### config.mk
export PLATFORM = sky130hd
export DESIGN_NAME = fifo_rd_stream
export DESIGN_NICKNAME = d
export VERILOG_FILES = /design/src/rtl/fifo_rd_stream.sv
export SDC_FILE = /design/constraint.sdc
export NUM_CORES = 1
export LEC_CHECK = 0
export ABC_AREA = 1
export BUFFER_PORTS_ARGS = -buffer_cell sky130_fd_sc_hd__buf_2
export CAP_MARGIN = 5
export CORE_ASPECT_RATIO = 0.75
export CORE_MARGIN = 8
export CORE_UTILIZATION = 30
export CTS_CLUSTER_SIZE = 12
export DETAILED_ROUTE_END_ITERATION = 12
export HOLD_SLACK_MARGIN = 0.03
export PLACE_DENSITY_LB_ADDON = 0.2
export SLEW_MARGIN = 15
export SYNTH_ARGS = -nofsm -noshare
export SYNTH_HDL_FRONTEND = slang
export SYNTH_SLANG_ARGS = --single-unit
### constraint.sdc
create_clock -name rclk -period 2.6 [get_ports rclk]
set_input_delay 0.52 -clock rclk [delete_from_list [all_inputs] [get_ports rclk]]
set_output_delay 0.52 -clock rclk [all_outputs]
set_load 0.01 [all_outputs]
### src/rtl/fifo_rd_stream.sv
// Read-side controller for the asynchronous FIFO.
// Owns the binary/Gray read pointer and drives the memory read address.
// Derives rempty from the synchronized Gray write pointer.
// Pops words into a 2-entry output buffer with a valid/ready interface, so the
// memory's combinational read path stops at the buffer registers.
// Optional feature: define FIFO_RD_LEVEL_EN to add the registered rlevel output
// (words in memory not yet fetched).
module fifo_rd_stream #(
  parameter int unsigned DATASIZE = 8,
  parameter int unsigned ADDRSIZE = 4
) (
  input  logic                rclk,
  input  logic                rrst,
  input  logic [ADDRSIZE:0]   rq2_wptr,
  input  logic [DATASIZE-1:0] rdata,
  output logic [ADDRSIZE-1:0] raddr,
  output logic [ADDRSIZE:0]   rptr,
`ifdef FIFO_RD_LEVEL_EN
  output logic [ADDRSIZE:0]   rlevel,
`endif
  output logic                rempty,
  output logic [DATASIZE-1:0] dout,
  output logic                dout_valid,
  input  logic                dout_ready
);

  logic [ADDRSIZE:0]   rbin_q, rbin_d;
  logic [ADDRSIZE:0]   rptr_q, rgray_d;
  logic                rempty_q, rempty_d;
  logic [DATASIZE-1:0] buf0_q, buf0_d;
  logic [DATASIZE-1:0] buf1_q, buf1_d;
  logic [1:0]          cnt_q, cnt_d;
  logic                pop;
  logic                fetch;

  // Handshake and fetch decision; a fetch is allowed into a full buffer only
  // when the head leaves in the same cycle.
  always_comb begin
    pop      = (cnt_q != 2'd0) && dout_ready;
    fetch    = !rempty_q && ((cnt_q < 2'd2) || pop);
    rbin_d   = rbin_q + {{ADDRSIZE{1'b0}}, fetch};
    rgray_d  = (rbin_d >> 1) ^ rbin_d;
    rempty_d = (rgray_d == rq2_wptr);
  end

  // Output buffer next state, indexed by occupancy; buf0 is always the head.
  always_comb begin
    buf0_d = buf0_q;
    buf1_d = buf1_q;
    cnt_d  = cnt_q;
    case (cnt_q)
      2'd0: begin
        if (fetch) begin
          buf0_d = rdata;
          cnt_d  = 2'd1;
        end
      end
      2'd1: begin
        if (fetch && pop) begin
          buf0_d = rdata;
        end else if (fetch) begin
          buf1_d = rdata;
          cnt_d  = 2'd2;
        end else if (pop) begin
          cnt_d  = 2'd0;
        end
      end
      2'd2: begin
        // With a full buffer a fetch implies a pop.
        if (pop) begin
          buf0_d = buf1_q;
          if (fetch) begin
            buf1_d = rdata;
          end else begin
            cnt_d  = 2'd1;
          end
        end
      end
      default: begin
        cnt_d = 2'd0;
      end
    endcase
  end

  // Pointer, empty flag and buffer registers with synchronous reset.
  always_ff @(posedge rclk) begin
    if (rrst) begin
      rbin_q   <= '0;
      rptr_q   <= '0;
      rempty_q <= 1'b1;
      buf0_q   <= '0;
      buf1_q   <= '0;
      cnt_q    <= 2'd0;
    end else begin
      rbin_q   <= rbin_d;
      rptr_q   <= rgray_d;
      rempty_q <= rempty_d;
      buf0_q   <= buf0_d;
      buf1_q   <= buf1_d;
      cnt_q    <= cnt_d;
    end
  end

`ifdef FIFO_RD_LEVEL_EN
  logic [ADDRSIZE:0] wbin;
  logic [ADDRSIZE:0] rlevel_q, rlevel_d;

  // Gray-to-binary conversion of the synchronized write pointer, then the
  // modulo difference against the post-fetch read pointer.
  always_comb begin
    wbin[ADDRSIZE] = rq2_wptr[ADDRSIZE];
    for (int i = int'(ADDRSIZE) - 1; i >= 0; i--) begin
      wbin[i] = wbin[i+1] ^ rq2_wptr[i];
    end
    rlevel_d = wbin - rbin_d;
  end

  // Level register, updated on the same edge as rempty.
  always_ff @(posedge rclk) begin
    if (rrst) begin
      rlevel_q <= '0;
    end else begin
      rlevel_q <= rlevel_d;
    end
  end

  assign rlevel = rlevel_q;
`endif

  assign raddr      = rbin_q[ADDRSIZE-1:0];
  assign rptr       = rptr_q;
  assign rempty     = rempty_q;
  assign dout       = buf0_q;
  assign dout_valid = (cnt_q != 2'd0);

endmodule
======== Yosys cells after proc, flatten, opt, wreduce, memory -nomap -nowiden ========
Cells that the tools add are included.
storage, ports and cells
  flip-flop bits (word level) ............. 29
  bits of input ports ..................... 16
  output and inout bits ................... 19
  logic and storage cells ................. 45
operators by class
  add/subtract/negate cells ............... 1
  order comparisons ....................... 1
  equality and inequality tests ........... 9
  muxes and demuxes ....................... 15
  bitwise operators ....................... 1
  reductions and logical operators ........ 12
operators with widths
  kind                                                  count
  2-to-1 mux 8 bit                                      6
  one-hot mux 8 bit (3 select lines)                    1
  one-hot mux 8 bit (2 select lines)                    1
  2-to-1 mux 2 bit                                      6
  inequality test 2 bit (second input constant)         5
  one-hot mux 2 bit (3 select lines)                    1
  adder 5 x 1 -> 5 bit                                  1
  equality test 5 bit                                   1
  AND reduction 5 bit                                   1
  bitwise XOR 4 x 5 -> 5 bit                            1
  AND reduction 4 bit                                   1
  nonzero test 2 bit                                    2
  logical AND 1 bit                                     3
  inequality test 3 bit (second input constant)         1
  AND reduction 3 bit                                   1
  nonzero test 3 bit                                    1
  equality test 2 x 1 -> 1 bit (second input constant)  1
  equality test 2 bit (second input constant)           1
  zero test 2 bit                                       1
  < comparator 2 bit (second input constant)            1
  zero test 1 bit                                       1
  logical OR 1 bit                                      1

======== Longest topological paths before layout ========
Gate-level depths: netlist of the first run.
  depth in word-level cells ............... 7
  gate-level depth with buffers ........... 13

======== Worst setup path after synthesis of the first run ========
Ideal clock, no wire load.
  path type ............................... input -> register
  from .................................... in dout_ready
  to ...................................... reg rempty_q, in the netlist rempty
  data arrival time ....................... 1.852 ns
  data required time ...................... 2.479 ns
  path slack .............................. 0.626 ns
  cell stages on the path ................. 13
  cell sequence ........................... inv_1 > a21oi_1 > ha_1 > ha_1 > inv_1 > nand2_1 > nand2_1 > inv_1 > nand2_1 > nand3_1 > nand2_1 > nand3_1 > nand2_1
between the ends
  word-level cells in the longest chain between the ends .. 6
RTL lines
  element                     line  RTL
  start, declared             24    input logic dout_ready
  logical AND 1 bit           39    pop = (cnt_q != 2'd0) && dout_ready;
  logical OR 1 bit            40    fetch = !rempty_q && ((cnt_q < 2'd2) || pop);
  logical AND 1 bit           40
  adder 5 x 1 -> 5 bit        41    rbin_d = rbin_q + {{ADDRSIZE{1'b0}}, fetch};
  bitwise XOR 4 x 5 -> 5 bit  42    rgray_d = (rbin_d >> 1) ^ rbin_d;
  equality test 5 bit         43    rempty_d = (rgray_d == rq2_wptr);
  end signal, assigned        97    rempty_q <= rempty_d;
  end, declared               29    logic rempty_q, rempty_d;
No other way between the ends.
A chain may end at the register's enable or synchronous reset.

======== Worst setup path in the final report of the first run ========
  from .................................... reg cnt_q[1]
  to ...................................... reg rempty_q, in the netlist rempty
between the ends
  word-level cells in the longest chain between the ends .. 7
  elaborated cells on any way between the ends .. 8
  classes of those cells .................. add/sub: 1; order compare: 1; eq/ne: 1; bitwise: 1; reduce/logical: 4
RTL lines
  element                                                     line  RTL
  start, declared                                             32    logic [1:0] cnt_q, cnt_d;
  start signal, assigned                                      100   cnt_q <= cnt_d;
  branches (longest 2 deep; another with < comparator 2 bit)  -
  logical OR 1 bit (*)                                        40
  logical AND 1 bit (*)                                       40
  adder 5 x 1 -> 5 bit (*)                                    41
  bitwise XOR 4 x 5 -> 5 bit (*)                              42
  equality test 5 bit (*)                                     43
Mark *: on every way between the ends.

==> flow_summary.toml, run 1 <==
[clocking]
cts_buffers = 3
postCtsSetupBuffers = 0
clk_pin_slew_ps = 90
clk_path_buf_depth = 2
cts_resized = 0
cts.sinks = 28
htreeDepth = 1
cts_tree = "yes"
clk_latency_ps = 270
root_buffer = "clkbuf_8"
ctsHoldBuffers = 0

[pwr]
p_sw_uw = 273.8
p_per_area_nw_per_um2 = 586.8
sw_frac_of_total = 0.2881
p_seq_frac = 0.513
clock_power_share = 0.280
power.internal_uw = 676.4
power.leakage_uw = 0.0007906
p_comb_frac = 0.207
peakVddDrop_v = 0.0001841

[critical_path]
cpMaxStageDelayCell = "dfxtp_1"
cp_data_required_time_ps = 2750
worstSetupStartpointType = "flop"
crit_path_end_kind = "flop"
cp_cell_sequence = "a21oi_1 > ha_1 > ha_1 > inv_1 > nand2_1 > nand2_1 > inv_1 > nand2_1 > nand3_1 > nand2_1 > nand3_1 > nand2_1"
path_max_fanout = 7
cp.arrival_ps = 2240
cpMostUsedCell = "nand2_1"
slowest_delay_ps = 390
rrSetupSlack_ps = 520
path_class = "flop to flop"

[placement]
dp_hpwl_um = 2510
place.gp.congestion = 0.8367
io_buffer_count = 34
dpl_cell_area_sq_um = 1564

[sta]
min_period_ps = 2085
tns_ps = 0
maxSlewHeadroom = 0.6961
clock.fmax_ghz = 0.4797
hold_ws_ps = 455.9
maxSlewViolCount = 0
tightest_slew_ps = 455.4
skew_ps = 3.590
hold_viol = 0
rsz0062_at_grt = "no"
finalSetupViolCount = 0
fin_crit_sh = 0.8018

[global_routing]
grt_max_degree = 19
overflow = 0
grt_pass1_wl_um = 5278
antenna_found_initial = 0
first_global_vias = 1121
gr-usage-all-layers = 0.09491

[die]
dieArea_sq_um = 6956
die_w_um = 93.68
start_util = 0.3075
die_h_um = 74.26
fp.coreArea_sq_um = 4414
rows = 21
boundaryPins = 35

[drt]
drt_iter0_markers = 77
via_count = 1258
drt-total-wl_um = 3176
drc_errors = 0
wl_per_cell_um = 11.22
dr.pass1.iters = 4
detail_route.vias_per_cell = 4.445
antenna_left = 0

[logic_synthesis]
synth_nets = 212
netlist_instances = 193
ys_types = 22
synth_warnings = 0
avgSynthCellArea_sq_um = 7.034
netlist_top_cells_area = "dfxtp_1 (41%), nand2_1 (11%), nor2_1 (7.5%)"
syn_area_sq_um = 1358
ys_ff_latch = 28
yosysSeqAreaShare = 0.4129
yosys.area.top_type = "dfxtp_1"
yosys.area.top_type_share = 0.4129

[cells_and_area]
syn_to_final_growth_pct = 19.26
layout.nets = 246
final.fill_count = 475
post-route-util = 0.3668
stdcell_area_sq_um = 1619
diodes = 0
layout-drive-gt1-share = 0.2124

[min_path]
hold_path.class = "flop to flop"

[outcome]
outcome = "complete, no violations"

[run]
max-cap-violations = 0
## metrics by stage
step / cells / worst slack [ps] / total power, uW
3_5_place_dp: 279 / 260.8 / 696.8
2_1_floorplan: 193 / 626.2 / 629.4
4_1_cts: 283 / 531.9 / 968.3
6_report: 283 / 515.4 / 950.1
3_3_place_gp: 279 / 243.8 / 697.9
5_1_grt: 283 / 317.9 / 1020
## layer usage
metal / GRT usage / routed length (um)
met1: 0.1224 / 1618
met4: 0.03152 / 34
met5: 0 / 0
met3: 0.03931 / 240
met2: 0.1396 / 1284
## power groups by stage
stage / Clock (uW) / Sequential, uW / Combinational (uW)
after floorplan: 0 / 507 / 123
after global placement: 0 / 498 / 200
after detailed placement: 0 / 498 / 199
after CTS: 281 / 488 / 199
after global routing: 302 / 492 / 226
final: 266 / 487 / 197
## Yosys cell counts
library cell,count
nor2_4,1
nand3b_1,1
ha_1,3
o21ai_0,17
a21oi_2,2
buf_2,1
buf_1,1
nand2_1,39
o21ai_1,8
and3_4,1
o22ai_2,1
a21oi_4,1
buf_6,2
o21ai_2,2
nor2_1,27
dfxtp_1,28
nand4_1,4
inv_2,2
nand3_1,14
clkbuf_1,1
inv_1,24
a21oi_1,13
## critical path: cells and delay by family, from the launching register on
family,cells,cell delay (ps)
buffers and inverters,2,170
AOI/OAI and AO/OA,1,350
and+or+nand+nor,7,600
adders and majority gates,2,470
DFF,1,390
## cell usage in the layout, fill, tap and decap left out
cell type   n
a21oi_1    13
a21oi_2     2
a21oi_4     1
and3_4      1
buf_2      34
clkbuf_8    4
dfxtp_1    28
ha_1        3
inv_1      24
inv_2       2
nand2_1    39
nand3_1    14
nand3b_1    1
nand4_1     4
nor2_1     27
nor2_4      1
o21ai_0    17
o21ai_1     8
o21ai_2     2
o22ai_2     1
## worst paths after layout
| kind | cells past startpoint | start | to |
|---|---|---|---|
| setup / recovery | 12 | cnt_q[1] | rempty |
| setup reg to reg | 12 | cnt_q[1] | rempty |
| hold reg to reg | 2 | buf1_q[3] | buf1_q[3] |
| hold / removal | 2 | buf1_q[3] | buf1_q[3] |
## state kept, by name (all words and copies together) (netlist names)
signal / flops
cnt_q: 2
dout: 8
rempty: 1
rbin_q: 5
rptr: 4
buf1_q: 8
## logic make-up (layout without fill, tap and decap cells)
logic type / count (synthesis) / count (layout) / share of synthesized area
buffers and inverters: 31 / 64 / 0.09769
adder cells (fa/ha/maj): 3 / 3 / 0.02765
AO/OA/AOI/OAI: 44 / 44 / 0.1871
AND/OR/NAND/NOR: 87 / 87 / 0.2747
flip-flops: 28 / 28 / 0.4129
## area by class of cell
type / count / area [sq um] / share of cell area
repair buffers: 34 / 170.2 / 0.1051
multi-input cells: 134 / 664.4 / 0.4104
well taps: 57 / 71.32 / 0.04405
clock buffers: 4 / 55.05 / 0.03400
flip-flops and latches: 28 / 560.5 / 0.3462
inverters: 26 / 97.59 / 0.06028
Power figures use the tool's default switching activity.
==> inputs of run 2 (changes only) <==
- ABC_AREA: 1 -> 0
- clock period: 2.6 -> 1.75 ns (I/O delays scaled with it)
==> flow_summary.toml, run 2 <==
[die]
dieArea_sq_um = 6671
die_h_um = 72.76
die_w_um = 91.68
boundaryPins = 35
rows = 20
start_util = 0.3160
fp.coreArea_sq_um = 4079

[cells_and_area]
diodes = 0
multi_input_area_sq_um = 719.4
layout.nets = 187
post-route-util = 0.4187
ff_latch_area_sq_um = 563.0
final_common_cell = "buf_2"
syn_to_final_growth_pct = 32.52
layout-drive-gt1-share = 0.3832
final_cell_mix = "buf_2 (34), nor2_1 (27), dfxtp_1 (26)"
final.fill_count = 401

[sta]
maxSlewViolCount = 0
hold_viol = 0
skew_ps = 11.96
min_period_ps = 1838
clock.fmax_ghz = 0.5441
tightest_slew_ps = 516.9
worst_slack_ps = -87.98
fin_crit_sh = 1.050
finalSetupViolCount = 1
maxSlewHeadroom = 0.6554
tns_ps = -87.98
rsz0062_at_grt = "yes"
hold_ws_ps = 319.3

[logic_synthesis]
synth_edf_count = 0
ys.flop_type = "dfxtp_1"
synth_nets = 144
avgSynthCellArea_sq_um = 10.31
yosysMostFrequentCell = "dfxtp_1"
async_flop_share = 0
yosys.area.top_type = "dfxtp_1"
yosys.area.top_type_share = 0.4350
ys_ff_latch = 28
syn_area_sq_um = 1289
synth_commonest_cells = "dfxtp_1 (28), nor2_1 (27), mux2i_1 (17), a211oi_1 (8), xnor2_1 (8)"
yosysSeqAreaShare = 0.4350
synth_warnings = 0
netlist_top_cells_area = "dfxtp_1 (43%), mux2i_1 (13%), nor2_1 (7.9%)"
netlist_instances = 125
ys_types = 27

[critical_path]
r2r_cells = 7
worstSetupStartpointType = "flop"
rrSetupSlack_ps = -90
crit_path_end_kind = "flop"
timing.rr.start = "cnt_q[1]"
path_class = "flop to flop"
cp.arrival_ps = 2030
reg2reg_to = "rempty"
path_max_fanout = 4
cp_data_required_time_ps = 1940

[global_routing]
first_global_vias = 969
gr-usage-all-layers = 0.08749
grt_max_degree = 29
overflow = 0
grt_pass1_wl_um = 4761
antenna_found_initial = 0

[placement]
io_buffer_count = 34
place_worst_setup_slack_ps = -308.6
dp_hpwl_um = 2078
place.gp.congestion = 0.7383

[drt]
detail_route.vias_per_cell = 4.311
dr.pass1.iters = 4
drc_errors = 0
via_count = 957
drt_iter0_markers = 37
drt-total-wl_um = 2752
antenna_left = 0
wl_per_cell_um = 12.40

[min_path]
hold_depth = 3
worstHoldEndpoint = "buf1_q[1]"
hold_start = "rdata[1]"
hold_path.class = "input port to flop"

[clocking]
cts.sinks = 28
cts_tree = "yes"
clk_latency_ps = 280
clk_pin_slew_ps = 110
cts_buffers = 3
root_buffer = "clkbuf_8"
clk_path_buf_depth = 2
htreeDepth = 1

[pwr]
peakVddDrop_v = 0.0006269
p_per_area_nw_per_um2 = 909.6
power_uw = 1554
power.leakage_uw = 0.0007997

[outcome]
outcome = "finished, violations left"
violations = "negative setup slack"

[run]
max-cap-violations = 0
run 2: cell types whose count changed in the layout (fill, tap and decap cells not counted), sizes merged, moves of 8 or more:
cell    delta
nand3     -12
a211oi     +8
nand2     -39
mux2i     +17
a21oi     -12
inv       -24
xnor2      +8
o21ai     -27
buf       +11
run 2: report_power, final:
part	internal (uW)	leakage (uW)	switching, uW
registers	684	0.000230	28.4
logic	173	0.000534	154
clock network	306	0.0000357	207
run 2: what timing repair did:
item                                    CTS  global route
hold buffers                              0             0
resized for setup                         1             1
buffers inserted                          0             1
endpoints found under the setup margin    1             3
pin swaps                                 0             1
run 2: layout make-up:
cell class              count  area share
repair buffers             45      0.1626
well taps                  55     0.04029
multi-input cells          88      0.4212
clock inverters             1     0.01758
clock buffers               3     0.02418
flip-flops and latches     28      0.3297
inverters                   2    0.004396
run 2: worst max-delay path: stages (launching register included):
cell,delay (ps)
dfxtp_2,350
a21oi_4,130
ha_2,210
ha_4,160
xnor3_2,350
xnor2_1,140
or2_4,220
o41ai_2,190
run 2: how the worst max path moves through the flow:
stage	startpoint	endpoint	slack, ps	cells after the start
CTS	cnt_q[1]	rempty	-150	7
detailed placement	dout_ready	rempty	-310	9
global route	cnt_q[1]	rempty	-180	7
global placement	dout_ready	rempty	-250	9
floorplan	rempty	rempty	-120	8
finish	cnt_q[1]	rempty	-90	7
run 2: metrics by stage:
stage / instances / instance area, sq um
2_1_floorplan: 125 / 1325
3_3_place_gp: 217 / 1608
3_5_place_dp: 217 / 1608
4_1_cts: 221 / 1680
5_1_grt: 222 / 1708
6_report: 222 / 1708
run 2: cell families (layout without fill, tap and decap cells):
group                    count (synthesis)  after routing  synth area share
adder cells (fa/ha/maj)                  3              3           0.02913
AO/OA/AOI/OAI                           16             16            0.1136
flip-flops                              28             28            0.4350
AND/OR/NAND/NOR                         38             38            0.1369
multiplexers                            17             17            0.1320
XOR/XNOR                                14             14            0.1184
buffers and inverters                    9             51           0.03495
run 2: metal layers:
metal	track usage	routed length, um	vias up
met5	0	0	-
met4	0.02170	14	0
met3	0.03494	147	2
met2	0.1466	1317	17
met1	0.1018	1272	430
li1	-	-	508
==> inputs of run 3 (changes only) <==
- SKIP_CTS_REPAIR_TIMING: not set -> 1
==> flow_summary.toml, run 3 (same netlist as run 2, synthesis figures left out) <==
[outcome]
outcome = "finished, violations left"
violations = "negative setup slack"

[drt]
dr.max_layer_used = "met4"
drt_iter0_markers = 36
antenna_left = 0
detail_route.vias_per_cell = 4.302
drt-total-wl_um = 2751
met2_length_um = 1316
m1WireLength_um = 1273
wl_per_cell_um = 12.39
drc_errors = 0
met3_length_um = 147
dr.pass1.iters = 4
via_count = 955

[cells_and_area]
final_common_cell = "buf_2"
diodes = 0
final_cell_mix = "buf_2 (34), nor2_1 (27), dfxtp_1 (26)"
layout.nets = 187
syn_to_final_growth_pct = 32.52
layout-drive-gt1-share = 0.3832

[sta]
clock.fmax_ghz = 0.5441
min_period_ps = 1838
skew_ps = 12.21
finalSetupViolCount = 1
rsz0062_at_grt = "yes"
tightest_slew_ps = 516.8
hold_viol = 0
maxSlewHeadroom = 0.6555
fin_crit_sh = 1.050
hold_ws_ps = 319.0
tns_ps = -88.04
worst_slack_ps = -88.04
maxSlewViolCount = 0

[global_routing]
grt_pass1_wl_um = 4761
first_global_vias = 972
antenna_found_initial = 0
overflow = 0
grt_max_degree = 29
gr-usage-all-layers = 0.08749

[clocking]
cts_tree = "yes"
cts_buffers = 3
htreeDepth = 1
clk_latency_ps = 280
clk_path_buf_depth = 2
root_buffer = "clkbuf_8"
clk_pin_slew_ps = 110
cts.sinks = 28

[critical_path]
cp-startpoint = "cnt_q[1]"
cpMaxStageDelayCell = "dfxtp_2"
cp_data_required_time_ps = 1940
slowest_delay_ps = 350
r2r_cells = 7
cp_cell_sequence = "a21oi_4 > ha_2 > ha_4 > xnor3_2 > xnor2_1 > or2_4 > o41ai_2"
path_max_fanout = 4
cp.arrival_ps = 2030
worstSetupStartpointType = "flop"
timing.rr.start = "cnt_q[1]"
rrSetupSlack_ps = -90
crit_path_end_kind = "flop"
path_class = "flop to flop"
crit_family = "XOR/XNOR gates"
critPathBufInv = 0
reg2reg_to = "rempty"

[die]
dieArea_sq_um = 6671
die_h_um = 72.76
boundaryPins = 35
rows = 20
start_util = 0.3160
fp.coreArea_sq_um = 4079
die_w_um = 91.68

[pwr]
peakVddDrop_v = 0.0006269
p_per_area_nw_per_um2 = 909.8
power.leakage_uw = 0.0007997

[placement]
dp_hpwl_um = 2078
place_worst_setup_slack_ps = -308.6
io_buffer_count = 34
place.gp.congestion = 0.7383

[min_path]
hold_start = "rdata[1]"
hold_path.class = "input port to flop"
hold_depth = 3
worstHoldEndpoint = "buf1_q[1]"

[run]
max-cap-violations = 0
[run 3: cell counts in the layout (fill, tap and decap cells not counted)]
No cell type changed its count.
[run 3: power breakdown]
part,internal (uW),switching [uW],total [uW]
logic,173,154,327
clock network,306,208,514
registers,684,28.4,713
total,1160,391,1550
[run 3: tightest hold or removal path: cells and delay by family]
family        cells  cell delay, ps
simple gates      1              70
buf+inv           1              90
mux               1              60
[run 3: cell type report]
type                       count  area, sq um
sequential                    28        563.0
tap                           55        68.82
multi-input combinational     88        719.4
fill                         401         2371
timing repair buffer          45        277.8
clock inverter                 1        30.03
inverter                       2        7.507
clock buffer                   3        41.29
[run 3: how the worst max path moves through the flow]
stage                     endpoint  slack (ps)  cells past startpoint
after global placement      rempty        -250                      9
after floorplan             rempty        -120                      8
after detailed placement    rempty        -310                      9
final                       rempty         -90                      7
after global routing        rempty        -180                      7
after CTS                   rempty        -160                      7
[run 3: stage by stage]
| step | std cells | instance area (sq um) | utilization | power (uW) |
|---|---|---|---|---|
| after detailed placement | 217 | 1608 | 0.3942 | 1046 |
| after global placement | 217 | 1608 | 0.3942 | 1041 |
| after CTS | 221 | 1679 | 0.4117 | 1566 |
| after floorplan | 125 | 1325 | - | 928.0 |
| after global routing | 222 | 1708 | 0.4187 | 1632 |
| final | 222 | 1708 | 0.4187 | 1554 |
[run 3: routing by layer]
layer | track usage | up-vias
met3 | 0.03494 | 2
met4 | 0.02170 | 0
met2 | 0.1466 | 17
met5 | 0 | -
li1 | - | 508
met1 | 0.1018 | 428
